[src/rtl/parking_pass_entry.sv]
// parking_pass_entry: sensor debounce, two-digit keypad capture with timeout, feeding the parking FSM.
// Optional PARKING_KEY_ECHO_EN adds echo_seg, a 7-segment echo of the last accepted digit.
module parking_pass_entry #(
  parameter int DEBOUNCE_CYCLES = 4,
  parameter int TIMEOUT_CYCLES = 64
) (
  input  logic       clk,
  input  logic       reset,
  input  logic       sensor_entrance_raw,
  input  logic       sensor_exit_raw,
  input  logic       key_strobe,
  input  logic [1:0] key_digit,
  input  logic       key_clear,
  output logic       sensor_entrance,
  output logic       sensor_exit,
  output logic [1:0] pass1,
  output logic [1:0] pass2,
  output logic       pass_valid,
  output logic       entry_timeout,
  output logic [1:0] digit_count
`ifdef PARKING_KEY_ECHO_EN
  ,
  output logic [6:0] echo_seg
`endif
);
  typedef enum logic [1:0] {IDLE, GET_D1, GET_D2, PRESENT} state_t;
  state_t state;
  logic [1:0] raw, deb;
  logic [7:0] cnt [2];
  logic key_d, ent_d, key_evt, collecting, expired;
  logic [15:0] tcnt;
  assign raw = {sensor_exit_raw, sensor_entrance_raw};
  assign sensor_entrance = deb[0];
  assign sensor_exit = deb[1];
  assign key_evt = key_strobe & ~key_d;
  assign collecting = (state == GET_D1) || (state == GET_D2);
  assign expired = collecting && (tcnt == 16'(TIMEOUT_CYCLES - 1));
  always_ff @(posedge clk)
    for (int i = 0; i < 2; i++)
      if (reset) begin
        deb[i] <= 1'b0;
        cnt[i] <= '0;
      end else if (raw[i] == deb[i]) cnt[i] <= '0;
      else if (cnt[i] == 8'(DEBOUNCE_CYCLES - 1)) begin
        deb[i] <= raw[i];
        cnt[i] <= '0;
      end else cnt[i] <= cnt[i] + 8'd1;
  always_ff @(posedge clk)
    if (reset) begin
      state <= IDLE;
      key_d <= 1'b0;
      ent_d <= 1'b0;
      tcnt <= '0;
      pass1 <= '0;
      pass2 <= '0;
      pass_valid <= 1'b0;
      entry_timeout <= 1'b0;
      digit_count <= '0;
    end else begin
      key_d <= key_strobe;
      ent_d <= sensor_entrance;
      pass_valid <= 1'b0;
      entry_timeout <= 1'b0;
      tcnt <= (key_evt || key_clear) ? '0 : tcnt + 16'd1;
      if (expired) begin
        state <= IDLE;
        entry_timeout <= 1'b1;
        pass1 <= '0;
        pass2 <= '0;
        digit_count <= '0;
      end else
        case (state)
          IDLE:
            if (sensor_entrance && !ent_d) begin
              state <= GET_D1;
              tcnt <= '0;
            end
          GET_D1:
            if (key_evt && !key_clear) begin
              pass1 <= key_digit;
              digit_count <= 2'd1;
              state <= GET_D2;
            end
          GET_D2:
            if (key_clear) begin
              pass1 <= '0;
              digit_count <= '0;
              state <= GET_D1;
            end else if (key_evt) begin
              pass2 <= key_digit;
              digit_count <= 2'd2;
              pass_valid <= 1'b1;
              state <= PRESENT;
            end
          default: begin
            digit_count <= '0;
            tcnt <= '0;
            state <= sensor_entrance ? GET_D1 : IDLE;
          end
        endcase
    end
`ifdef PARKING_KEY_ECHO_EN
  logic [6:0] seg;
  always_comb
    seg = (key_digit == 2'd0) ? 7'b1000000 :
          (key_digit == 2'd1) ? 7'b1111001 :
          (key_digit == 2'd2) ? 7'b0100100 : 7'b0110000;
  always_ff @(posedge clk)
    if (reset || expired || (collecting && key_clear) || (state == PRESENT && !sensor_entrance))
      echo_seg <= 7'b1111111;
    else if (collecting && key_evt)
      echo_seg <= seg;
`endif
endmodule

[config.mk]
export PLATFORM = sky130hd
export DESIGN_NAME = parking_pass_entry
export DESIGN_NICKNAME = d
export VERILOG_FILES = /design/src/rtl/parking_pass_entry.sv
export SDC_FILE = /design/constraint.sdc
export NUM_CORES = 1
export LEC_CHECK = 0
export BUFFER_PORTS_ARGS = -buffer_cell sky130_fd_sc_hd__buf_2
export CORE_MARGIN = 1.5
export CORE_UTILIZATION = 40
export DETAILED_ROUTE_END_ITERATION = 10
export GPL_TIMING_DRIVEN = 0
export SLEW_MARGIN = 30
export SYNTH_ARGS = -nofsm -noshare
export SYNTH_HDL_FRONTEND = slang
export SYNTH_SLANG_ARGS = --single-unit
[constraint.sdc]
create_clock -name clk -period 3.9 [get_ports clk]
set_clock_uncertainty 0.2 [all_clocks]
set_input_delay 0.78 -clock clk [delete_from_list [all_inputs] [get_ports clk]]
set_output_delay 0.78 -clock clk [all_outputs]
set_load 0.005 [all_outputs]
Word-level counts from Yosys, hierarchy flattened:

Memory sizes are Yosys's and may differ from the RTL's.
Cells that the tools add are included.

* register bits after elaboration: 30
* memory bits (writable): 16
* input port bits: 8
* output and inout bits: 10
* logic and storage cells: 106
* memories: 1

* add/sub/neg operators: 3
* equal/unequal tests: 11
* muxes and demuxes: 49
* bitwise operators: 13
* reduce and logical (&&, ||, !) cells: 18

Memories
* cnt: words 2, bits a word 8, read ports 2, clocked after memory_dff 0, write ports 2, line 29 `logic [7:0] cnt [2];`

Operators by type and width (number)
* $mux W16: 3
* $mux W8: 6
* $pmux W16 S2: 1
* $mux W1: 27
* $mux W2: 9
* $add A16 B1 Y16 const B: 1
* $add A8 B1 Y8 const B: 2
* $eq A16 B6 Y1 const B: 1
* $eq A8 B2 Y1 const B: 2
* $pmux W2 S3: 2
* $reduce_and A3 Y1: 4
* $not A1 Y1: 6
* $or A1 B1 Y1: 6
* $ne A2 B2 Y1 const B: 2
* $pmux W2 S2: 1
* $reduce_and A2 Y1: 2
* $reduce_or A2 Y1: 2
* $reduce_or A4 Y1: 1
* $logic_and A1 B1 Y1: 3
* $ne A3 B3 Y1 const B: 1
* $eq A1 B1 Y1: 2
* $eq A2 B1 Y1 const B: 1
* $eq A2 B2 Y1 const B: 1
* $logic_not A1 Y1: 2
* 5 further kinds: 6

Depth between registers and ports, before layout:

Gate-level depths: netlist (run 1).

* depth in word-level cells: 7
* depth in mapped cells: 7
* gate-level depth less buffers: 6

Worst setup path after synthesis (run 1):

Ideal clock, no wire load.

* path kind: input port to flip-flop
* start point: input port key_clear
* end point: register pass1[0]
* library setup time: 116 ps
* arrival time: 1819 ps
* required time: 3584 ps
* slack: 1765 ps
* cell stages on the path: 4
* path buffers: 0
* cell sequence: or3b_2 > o31ai_1 > mux2i_1 > nor2_1

* longest elaborated chain between the ends: 4
* elaborated cells on any way between the ends: 5
* those cells by class: 2 x eq/ne; 3 x reduce/logical

Ends and longest elaborated chain
* start, declared: line 13 `input logic key_clear,`
* $logic_not A1 Y1: line 79 `if (key_evt && !key_clear) begin`
* $logic_and A1 B1 Y1: line 79
* $ne A2 B1 Y1 (no line)
* $reduce_and A3 Y1 (no line) *
* end signal, assigned: line 80 `pass1 <= key_digit;`
* end, declared: line 16 `output logic [1:0] pass1,`

Every way passes the cells marked *; elsewhere a longest branch is shown, timed or not.
A chain may end at the register's enable or synchronous reset.

Final worst setup path (run 1):

* start point: register state[0]
* end point: register tcnt[8]

* longest elaborated chain between the ends: 4
* elaborated cells on any way between the ends: 8
* those cells by class: 2 x eq/ne; 2 x mux; 4 x reduce/logical

Ends and longest elaborated chain
* start, declared: line 27 `state_t state;`
* start signal, assigned: line 98 `state <= sensor_entrance ? GET_D1 : IDLE;`
* $eq A2 B1 Y1 / $eq A2 B2 Y1 (equally long branches): line 36, 72
* $reduce_or A2 Y1 (no line) / $logic_or A1 B1 Y1 (equally long branches)
* $pmux W16 S2 / $logic_and A1 B1 Y1 (equally long branches): line 72, 37
* $mux W16 *: line 65 `if (expired) begin`
* end signal, assigned: line 64 `tcnt <= (key_evt || key_clear) ? '0 : tcnt + 16'd1;`
* end, declared: line 31 `logic [15:0] tcnt;`

Marks and branches as above.

==> summary.md, run 1 <==
| Metric | Value |
|---|---|
| Status | `complete, no violations` |
| Initial antenna violation count | `0` |
| CTS Buffer Depth | `2` |
| Max cap viols | `0` |
| First-pass GRT wire length | `7010 µm` |
| Max FO, Critical Path | `10` |
| DRT Pass-1 Iters | `4` |
| Placed Cells | `about 330` |
| Vias per cell | `~4.8` |
| Starting Density | `0.4255` |
| PwrDens | `approximately 440 mW/mm²` |
| DRC | `0` |
| Cts repair resizes | `0` |
| Fin Setup TNS | `0 ns` |
| Syn_area_per_cell | `9.904 µm²` |
| Distinct cells, synth | `39` |
| H-tree depth | `2` |
| Top-Level Pins | `18` |
| Grt ovf | `0` |
| Postcts setup bufs | `0` |
| DRT Wirelength | `roughly 3900 µm` |
| Worst-case vdd ir drop | `~0.24 mV` |
| Worst slew margin | `0.6592` |
| Most used routing layer | `met2` |
| Vias | `approximately 1600` |
| Met3 Use GR | `0.04000` |
| NumNets Final | `~280` |
| Root Driver | `clkbuf_8` |
| Cell Area, Synth | `0.002228 mm²` |
| CP Launch Type | `flop` |
| Leakage | `0.0008961 µW` |
| Fin. max-slew vios | `0` |
| R2R Setup Slk | `roughly 1.7 ns` |
| Wire per inst | `approximately 12 µm` |
| Fill cell count | `around 500` |
| Measured slew at the worst slew-check pin | `roughly 0.51 ns` |
| GRT Total Usage | `0.1470` |
| CTS clk-pin slew, worst paths | `about 0.090 ns` |
| Core area | `~0.0052 mm²` |
| Cts hold-fix bufs | `0` |
| Minimum clock period | `about 2.2 ns` |
| Chip width | `between 70 and 80 µm` |
| DIE AREA | `around 0.0060 mm²` |
| Routability Congestion | `0.7633` |
| Final Cycle Share | `0.5569` |
| CTS buffer count | `5` |
| RSZ-0062 raised after global routing | `false` |
| Yosys reg bits | `46` |
| DRT iter0 DRCs | `a little over 100` |
| CP Capture Type | `flop` |
| Met2 GRT Util | `0.2157` |
| Port buffer count | `16` |
| Layout Cells excl Fill | `approximately 330` |
| DP HPWL | `about 2800 µm` |
| Sequential fraction of the synthesis area | `0.4851` |
| Peak Freq | `about 0.46 GHz` |
| Final Setup Violations | `0` |
| Final hold vios | `0` |
| Worst-skew pair later-pin latency | `0.30 ns` |
| Vias in the first global route | `roughly 1500` |
| Die height | `about 78 µm` |
| Mapped Cells | `225` |
| Synth-to-layout area growth | `15.16%` |
| N_diodes | `0` |
| CTS tree | `yes` |
| Share of cells above drive strength 1 | `0.1629` |
| Met1 GRT Util | `0.2055` |
| Pin count of the biggest net entering global routing | `16` |
| Clk sinks | `46` |
| WP data arrival | `approximately 2.2 ns` |
| Row Count | `26` |
| YS warnings | `0` |
| Crit Path Class | `flop to flop` |
| Critical Path RT | `slightly below 4 ns` |
| Antenna Violating Nets Remaining | `0` |
| Class of the worst hold path | `flop to flop` |
[metal layers]
metal | share of wire | routed length (µm)
met2 | 0.44 | 1709
met3 | 0.041 | 159
met4 | 0.014 | 55
met1 | 0.50 | 1960
met5 | 0 | 0
[final cells by class]
class / instances / area, µm² / share of cell area
well taps: 70 / 87.58 / 0.03413
inverters: 7 / 26.28 / 0.01024
clock buffers: 5 / 68.82 / 0.02682
clock inverters: 3 / 45.04 / 0.01755
multi-input cells: 182 / 1149 / 0.4476
flip-flops and latches: 46 / 1081 / 0.4213
plain buffers: 5 / 28.78 / 0.01121
repair buffers: 16 / 80.08 / 0.03120
[cell usage in the layout (no fill, tap or decap), drive strengths merged, types with 2 or more instances in the layout]
cell	n
nand3	18
xor2	9
nor3	8
nand2	11
dfxtp	30
clkbuf	7
nor2	28
nor4	7
o21ai	5
nand4	3
ha	7
a21oi	22
inv	7
nor2b	4
mux2i	3
xnor2	19
conb	16
buf	19
and3	7
edfxtp	16
nor3b	2
clkinvlp	2
[power by group]
group          internal, µW  total (µW)  switching [µW]
Sequential              525         550            24.7
Combinational          88.8         228             140
Clock                   191         358             168
[stage by stage]
stage	setup slack [ns]	hold WS (ns)	instance area, µm²	total power (µW)	utilization
global placement	1.513	0.2414	2452	789.7	0.4682
CTS	1.724	0.2600	2566	1151	0.4900
global route	1.476	0.2936	2566	1214	0.4900
detailed placement	1.491	0.2467	2452	789.0	0.4682
floorplan	1.765	0.2388	2285	734.9	-
finish	1.728	0.2589	2566	1136	0.4900
[Yosys cell counts]
| master | n | area (µm²) |
|---|---|---|
| or2_2 | 1 | 6.260 |
| nand3_4 | 1 | 17.52 |
| a21boi_0 | 1 | 7.510 |
| buf_6 | 1 | 11.26 |
| or3_1 | 1 | 6.260 |
| a2111oi_0 | 1 | 8.760 |
| nor2b_1 | 4 | 25.02 |
| nand2b_1 | 1 | 6.260 |
| inv_1 | 7 | 26.28 |
| a21oi_1 | 12 | 60.06 |
| and3_1 | 7 | 43.79 |
| o31ai_1 | 1 | 7.510 |
| conb_1 | 1 | 3.750 |
| nor2_1 | 28 | 105.1 |
| o21ai_1 | 1 | 5.000 |
| clkbuf_1 | 2 | 7.510 |
| o21a_1 | 1 | 7.510 |
| dfxtp_1 | 30 | 600.6 |
| mux2i_1 | 3 | 30.03 |
| or3b_2 | 1 | 8.760 |
| buf_2 | 2 | 10.01 |
| nand4_1 | 3 | 18.77 |
| ha_1 | 7 | 87.58 |
| xnor2_1 | 19 | 166.4 |
| nand3_1 | 17 | 85.08 |
| nand3b_1 | 1 | 7.510 |
| nor4_1 | 7 | 43.79 |
| a21oi_2 | 10 | 87.58 |
| nor4b_1 | 1 | 8.760 |
| nand2_1 | 11 | 41.29 |
| a21o_2 | 1 | 8.760 |
| o21ai_0 | 4 | 20.02 |
| nor3_4 | 1 | 16.27 |
| xor2_1 | 9 | 78.83 |
| edfxtp_1 | 16 | 480.5 |
| nor3_1 | 7 | 35.03 |
| nor3b_1 | 2 | 15.01 |
| or4_4 | 1 | 11.26 |
| a2111o_1 | 1 | 11.26 |
[worst paths after layout]
path / to / from / cells after the start
worst max-delay path: tcnt[8] / state[0] / 6
worst min-delay path: pass2[0] / pass2[0] / 2
worst max register to register: tcnt[8] / state[0] / 6
worst min register to register: pass2[0] / pass2[0] / 2
[worst max-delay path: stages, from the launching register on]
cell	delay (ns)
dfxtp_1	0.42
inv_1	0.09
ha_1	0.26
o21a_1	0.18
o21ai_1	0.43
buf_2	0.39
a21oi_2	0.08
[cell families (layout without fill, tap and decap cells)]
logic type	Yosys count	count (layout)	share of synthesized area
AND/OR/NAND/NOR	95	95	0.2252
other	1	16	0.001683
XOR/XNOR	28	28	0.1101
AO/OA/AOI/OAI	33	33	0.1005
flip-flops	46	46	0.4851
buffers and inverters	12	36	0.02471
multiplexers	3	3	0.01348
adder cells (fa/ha/maj)	7	7	0.03930
[registers in the layout, indices dropped and copies added, names as in the netlist]
name / cells
cnt: 16
pass1: 2
ent_d: 1
digit_count: 2
deb: 2
tcnt: 16
state: 2
key_d: 1
entry_timeout: 1
pass_valid: 1
pass2: 2
Note: power is estimated with default switching activity, not from simulation.
==> run 2: changes to the inputs <==
==> constraint.sdc (replaced) <==
create_clock -name clk -period 1.9 [get_ports clk]
set_clock_uncertainty 0.2 [all_clocks]
set_input_delay 0.38 -clock clk [delete_from_list [all_inputs] [get_ports clk]]
set_output_delay 0.38 -clock clk [all_outputs]
set_load 0.005 [all_outputs]
==> run 2 against run 1 <==
Worst hold slack got worse by 0.14 ns. Non-clock buffer count did not move. Sequential power is 110% higher. Flip-flop and latch count did not move. Global-route usage unchanged. Fmax up 16%. Critical path type unchanged. First-iteration DRC count is 11% lower. Count of clock-buffer cells in the layout is the same. Core utilization grew 1.4 points. Worst setup slack got worse by 1.7 ns. Total power increased by 110%.
==> summary.md, run 2 (synthesis results as in run 1) <==
| Metric | Value |
|---|---|
| Pin count of the biggest net entering global routing | `16` |
| Crit Path Class | `flop to flop` |
| Vias | `around 1600` |
| H-tree depth | `2` |
| Fin Setup TNS | `0 ns` |
| DRT Wirelength | `approximately 4000 µm` |
| Reg2Reg Depth | `5` |
| Cts hold-fix bufs | `0` |
| CTS clk-pin slew, worst paths | `approximately 0.090 ns` |
| Routability Congestion | `about 0.76` |
| Placed Cells | `roughly 330` |
| Class of the worst hold path | `input pin to flop` |
| Measured slew at the worst slew-check pin | `around 0.52 ns` |
| Peak Freq | `about 0.54 GHz` |
| Max cap viols | `0` |
| Layout Cells excl Fill | `approximately 330` |
| WP data arrival | `1.90 ns` |
| NumNets Final | `roughly 280` |
| Vias per cell | `between 4 and 5` |
| Leakage | `approximately 0.00091 µW` |
| Worst-case vdd ir drop | `around 0.55 mV` |
| Wire per inst | `11.98 µm` |
| Max FO, Critical Path | `10` |
| CTS tree | `yes` |
| Chip width | `between 70 and 80 µm` |
| Row Count | `26` |
| Port buffer count | `16` |
| Critical Path RT | `just under 2 ns` |
| Fin. max-slew vios | `0` |
| Share of cells above drive strength 1 | `0.2121` |
| DIE AREA | `0.006028 mm²` |
| Status | `complete, no violations` |
| Core area | `0.005238 mm²` |
| Clk sinks | `46` |
| Worst-skew pair later-pin latency | `~0.3 ns` |
| Worst slew margin | `0.6535` |
| Overall power | `about 2400 µW` |
| CP max stage cell | `or4_4` |
| Most frequent cells in the layout | `nor2_1, dfxtp_1, xnor2_1` |
| Final hold vios | `0` |
| N_diodes | `0` |
| CP Launch Type | `flop` |
| DRT iter0 DRCs | `91` |
| CP Capture Type | `flop` |
| CP bufs+invs | `1` |
| GRT Total Usage | `0.1470` |
| DRC | `0` |
| Worst hold path stage count | `2` |
| Largest regs | `cnt (16), tcnt (16)` |
| Max stage delay on crit path | `about 0.55 ns` |
| Crit-path cells | `or4_4 -> nor3_4 -> nand3_4 -> buf_12 -> a21oi_2` |
| Synth-to-layout area growth | `18.42%` |
| Die height | `between 70 and 80 µm` |
| Initial antenna violation count | `0` |
| Root Driver | `clkbuf_8` |
| Minimum clock period | `roughly 1.9 ns` |
| Antenna Violating Nets Remaining | `0` |
| Final Cycle Share | `0.9815` |
| Instance count on the critical path | `5` |
| Starting Density | `0.4255` |
| Top-Level Pins | `18` |
| DP HPWL | `2821 µm` |
| Grt ovf | `0` |
| Final Setup Violations | `0` |
| PwrDens | `just over 900 mW/mm²` |
| RSZ-0062 raised after global routing | `true` |
| CTS buffer count | `5` |
| DRT Pass-1 Iters | `4` |
| Commonest non-fill, non-tap cell in the layout | `nor2_1` |
| Family with the most delay on the worst path | `simple AND/OR/NAND/NOR gates` |
| Vias in the first global route | `roughly 1500` |
| First-pass GRT wire length | `7003 µm` |
| CTS Buffer Depth | `2` |
[run 2: worst register-to-register path: cells and delay by family (launching register included)]
family | cells | cell delay, ns
compound gates | 1 | 0.12
buf+inv | 1 | 0.18
flops | 1 | 0.35
simple gates | 3 | 0.95
[run 2: area by class of cell]
cell class | count | area [µm²]
fill | 486 | 2599
multi-input combinational | 182 | 1191
sequential | 46 | 1086
timing repair buffer | 18 | 95.09
tap | 70 | 87.58
clock buffer | 5 | 68.82
clock inverter | 3 | 45.04
buffer | 3 | 38.79
inverter | 7 | 26.28
[run 2: final timing paths]
check | slack (ns) | end | start
hold / removal | 0.12 | key_d | key_strobe
setup reg to reg | 0.04 | tcnt[8] | tcnt[8]
hold reg to reg | 0.26 | pass2[0] | pass2[0]
setup / recovery | 0.04 | tcnt[8] | tcnt[8]
[run 2: stage by stage]
| step | util | instance area (µm²) | setup WS, ns | hold WS, ns |
|---|---|---|---|---|
| floorplan | - | 2285 | 0.08534 | 0.2388 |
| global placement | 0.4682 | 2452 | -0.2726 | 0.2414 |
| detailed placement | 0.4682 | 2452 | -0.2673 | 0.2467 |
| CTS | 0.4926 | 2580 | 0.001053 | 0.1110 |
| global route | 0.5038 | 2639 | -0.05124 | 0.1182 |
| finish | 0.5038 | 2639 | 0.03518 | 0.1195 |
[run 2: power by group]
group          switching [µW]  total, µW  leakage (µW)  internal (µW)
logic                     329        551      0.000452            222
clock network             346        737     0.0000504            391
registers                54.3       1130      0.000409           1080
total                     729       2420      0.000912           1690
[run 2: what timing repair did]
action,4_1_cts,5_1_grt
endpoints found under the setup margin,19,28
buffers inserted,0,2
gates resized for setup,6,13
pin swaps,0,2
hold endpoints to repair,0,0
[run 2: per-layer routing]
metal | global-route usage | wire length (µm) | vias up
met5 | 0 | 0 | -
met4 | 0.05455 | 58 | 0
met3 | 0.04000 | 117 | 4
met2 | 0.2139 | 1808 | 15
met1 | 0.2069 | 2016 | 768
li1 | - | - | 856
==> run 3: changes to the inputs <==
--- a/config.mk
+++ b/config.mk
@@ -5,6 +5,7 @@
 export SDC_FILE = /design/constraint.sdc
 export NUM_CORES = 1
 export LEC_CHECK = 0
+export ABC_AREA = 1
 export BUFFER_PORTS_ARGS = -buffer_cell sky130_fd_sc_hd__buf_2
 export CORE_MARGIN = 1.5
 export CORE_UTILIZATION = 40
==> run 3 against run 2 <==
First-iteration DRC count decreased by 64%. Die area rose by 4.5%. Flip-flop and latch count is the same. Non-clock buffer count grew 1. Design area increased by 4.5%. Fmax grew 2.5%. Wire length is 3.2% higher. Count of clock-buffer cells in the layout increased by 3. Sequential power barely moved.
==> summary.md, run 3 <==
| Metric | Value |
|---|---|
| Status | `complete, no violations` |
| Hold slack | `0.09790 ns` |
| Top-Level Pins | `18` |
| N_diodes | `0` |
| CP bufs+invs | `3` |
| PwrDens | `roughly 900 mW/mm²` |
| DRT iter0 DRCs | `33` |
| Distinct cells, synth | `29` |
| Most frequent cells after synthesis | `nand2_1, nor2_1, inv_1` |
| Port buffer count | `17` |
| Yosys reg bits | `46` |
| Vias in the first global route | `around 1800` |
| Area of the multi-input gates | `around 0.0012 mm²` |
| Worst-skew pair later-pin latency | `0.30 ns` |
| Chip width | `slightly below 80 µm` |
| Leakage | `between 0.001 and 0.0015 µW` |
| CTS Buffer Depth | `2` |
| Sequential cell area | `0.001086 mm²` |
| Peak Freq | `roughly 0.55 GHz` |
| CTS tree | `yes` |
| CP Capture Type | `flop` |
| Vias per cell | `~4.6` |
| DRC | `0` |
| Final Cycle Share | `0.9574` |
| Critical Path RT | `about 1.9 ns` |
| NumNets Final | `roughly 360` |
| Wire per inst | `9.995 µm` |
| Syn_area_per_cell | `approximately 8 µm²` |
| Final hold vios | `0` |
| Placed inst area | `between 0.002 and 0.003 mm²` |
| Synth-to-layout area growth | `18.24%` |
| WP data arrival | `about 1.9 ns` |
| Max FO, Critical Path | `5` |
| Final Setup Violations | `0` |
| Class of the worst hold path | `input pin to flop` |
| Sequential fraction of the synthesis area | `0.4635` |
| Antenna Violating Nets Remaining | `0` |
| YS warnings | `0` |
| Core area | `roughly 0.0056 mm²` |
| Ys async rst share | `0` |
| Initial antenna violation count | `0` |
| DRT Wirelength | `4128 µm` |
| Vias | `around 1900` |
| Grt ovf | `0` |
| Most frequent cells in the layout | `nand2_1, nor2_1, inv_1` |
| Final WS setup | `0.08100 ns` |
| Mapped Cells | `297` |
| Worst-case vdd ir drop | `0.4222 mV` |
| Pin count of the biggest net entering global routing | `15` |
| CP Launch Type | `flop` |
| Cell Area, Synth | `roughly 0.0023 mm²` |
| Starting Density | `0.4184` |
| Fin util | `0.4947` |
| CTS clk-pin slew, worst paths | `0.09 ns` |
| EDFF count, synth | `16` |
| DIE AREA | `approximately 0.0063 mm²` |
| Root Driver | `clkbuf_8` |
| DRT Pass-1 Iters | `4` |
| Max stage delay on crit path | `approximately 0.34 ns` |
| First-pass GRT wire length | `7631 µm` |
| CP max stage cell | `dfxtp_2` |
| Area leader, netlist | `dfxtp_1` |
| DP HPWL | `3107 µm` |
| Fin. max-slew vios | `0` |
| Fill cell count | `~590` |
| Commonest non-fill, non-tap cell in the layout | `nand2_1` |
| Family with the most delay on the worst path | `simple AND/OR/NAND/NOR gates` |
| Row Count | `27` |
| Yosys top cell area share | `0.2575` |
| Area contributors post-synth | `dfxtp_1, edfxtp_1, nand2_1, nor2_1, inv_1` |
| Clk sinks | `46` |
| Die height | `79.36 µm` |
| GRT Total Usage | `0.1529` |
| Largest regs | `cnt (16), tcnt (16)` |
| Share of cells above drive strength 1 | `0.1525` |
| Routability Congestion | `~0.78` |
| Most common cell in the netlist | `nand2_1` |
| Crit Path Class | `flop to flop` |
| H-tree depth | `2` |
| Setup WS pre-CTS | `0.006811 ns` |
| CTS buffer count | `5` |
| Cts hold-fix bufs | `0` |
| Minimum clock period | `roughly 1.8 ns` |
| Most used DFF post-synth | `dfxtp_1` |
| Final Instance Area | `between 0.002 and 0.003 mm²` |
| Crit-path cells | `inv_1 -> ha_1 -> inv_1 -> nor2_1 -> nand2_1 -> nor2_2 -> nand3_4 -> nand2_2 -> nand2_4 -> clkbuf_16 -> nor2_2` |
| Max cap viols | `0` |
[run 3: changes by cell type in the layout (fill, tap and decap cells not counted), sizes merged, moves of 6 or more]
cell,before,now
a21oi,22,16
and3,7,1
inv,7,33
nand2,11,67
nor2,28,60
nor4,7,0
o21ai,5,16
xnor2,19,3
[run 3: tightest hold or removal path, delay by kind of cell]
family	cells	cell delay, ns
buffers and inverters	2	0.11
AND/OR/NAND/NOR	1	0.07
[run 3: cell families (layout without fill, tap and decap cells)]
logic type	after synthesis	in the layout	synth area share
DFF	46	46	0.4635
adders and majority gates	7	7	0.03755
buffers and inverters	34	63	0.05794
and+or+nand+nor	165	165	0.3267
xor gates and xnor gates	10	10	0.03756
AOI/OAI and AO/OA	34	34	0.07510
other	1	16	0.001608
[run 3: layout make-up]
cell class              count  share of cell area
plain buffers               1            0.007260
clock buffers               8             0.04038
inverters                  33             0.04492
multi-input cells         232              0.4283
flip-flops and latches     46              0.3938
well taps                  72             0.03267
repair buffers             21             0.05263
[run 3: worst paths after layout]
path / start / to / slack, ns / cells past startpoint
hold reg to reg: pass2[1] / pass2[1] / 0.26 / 2
setup / recovery: state[1] / tcnt[0] / 0.08 / 11
hold / removal: key_strobe / key_d / 0.1 / 3
setup reg to reg: state[1] / tcnt[0] / 0.08 / 11
[run 3: where the power goes]
part           internal, µW  switching (µW)  total [µW]
Clock                   376             334         711
Combinational           250             372         621
Sequential             1090            50.9        1140
[run 3: routing by layer]
layer | routed length (µm) | track usage | vias up
li1 | - | - | 1022
met1 | 1963 | 0.1807 | 856
met2 | 1946 | 0.2650 | 24
met3 | 145 | 0.03333 | 7
met4 | 74 | 0.06667 | 0
met5 | 0 | 0 | -
[run 3: stage by stage]
stage / power [µW] / setup TNS (ns) / instances
2_1_floorplan: 1589 / 0 / 312
3_3_place_gp: 1698 / 0 / 401
3_5_place_dp: 1709 / 0 / 401
4_1_cts: 2431 / 0 / 409
5_1_grt: 2659 / -0.4144 / 413
6_report: 2476 / 0 / 413
[run 3: timing repair]
action	in CTS	in global routing
cloned	0	1
resized for setup	1	9
pin swaps	0	2
buffers inserted	0	3
setup endpoints to repair	10	33
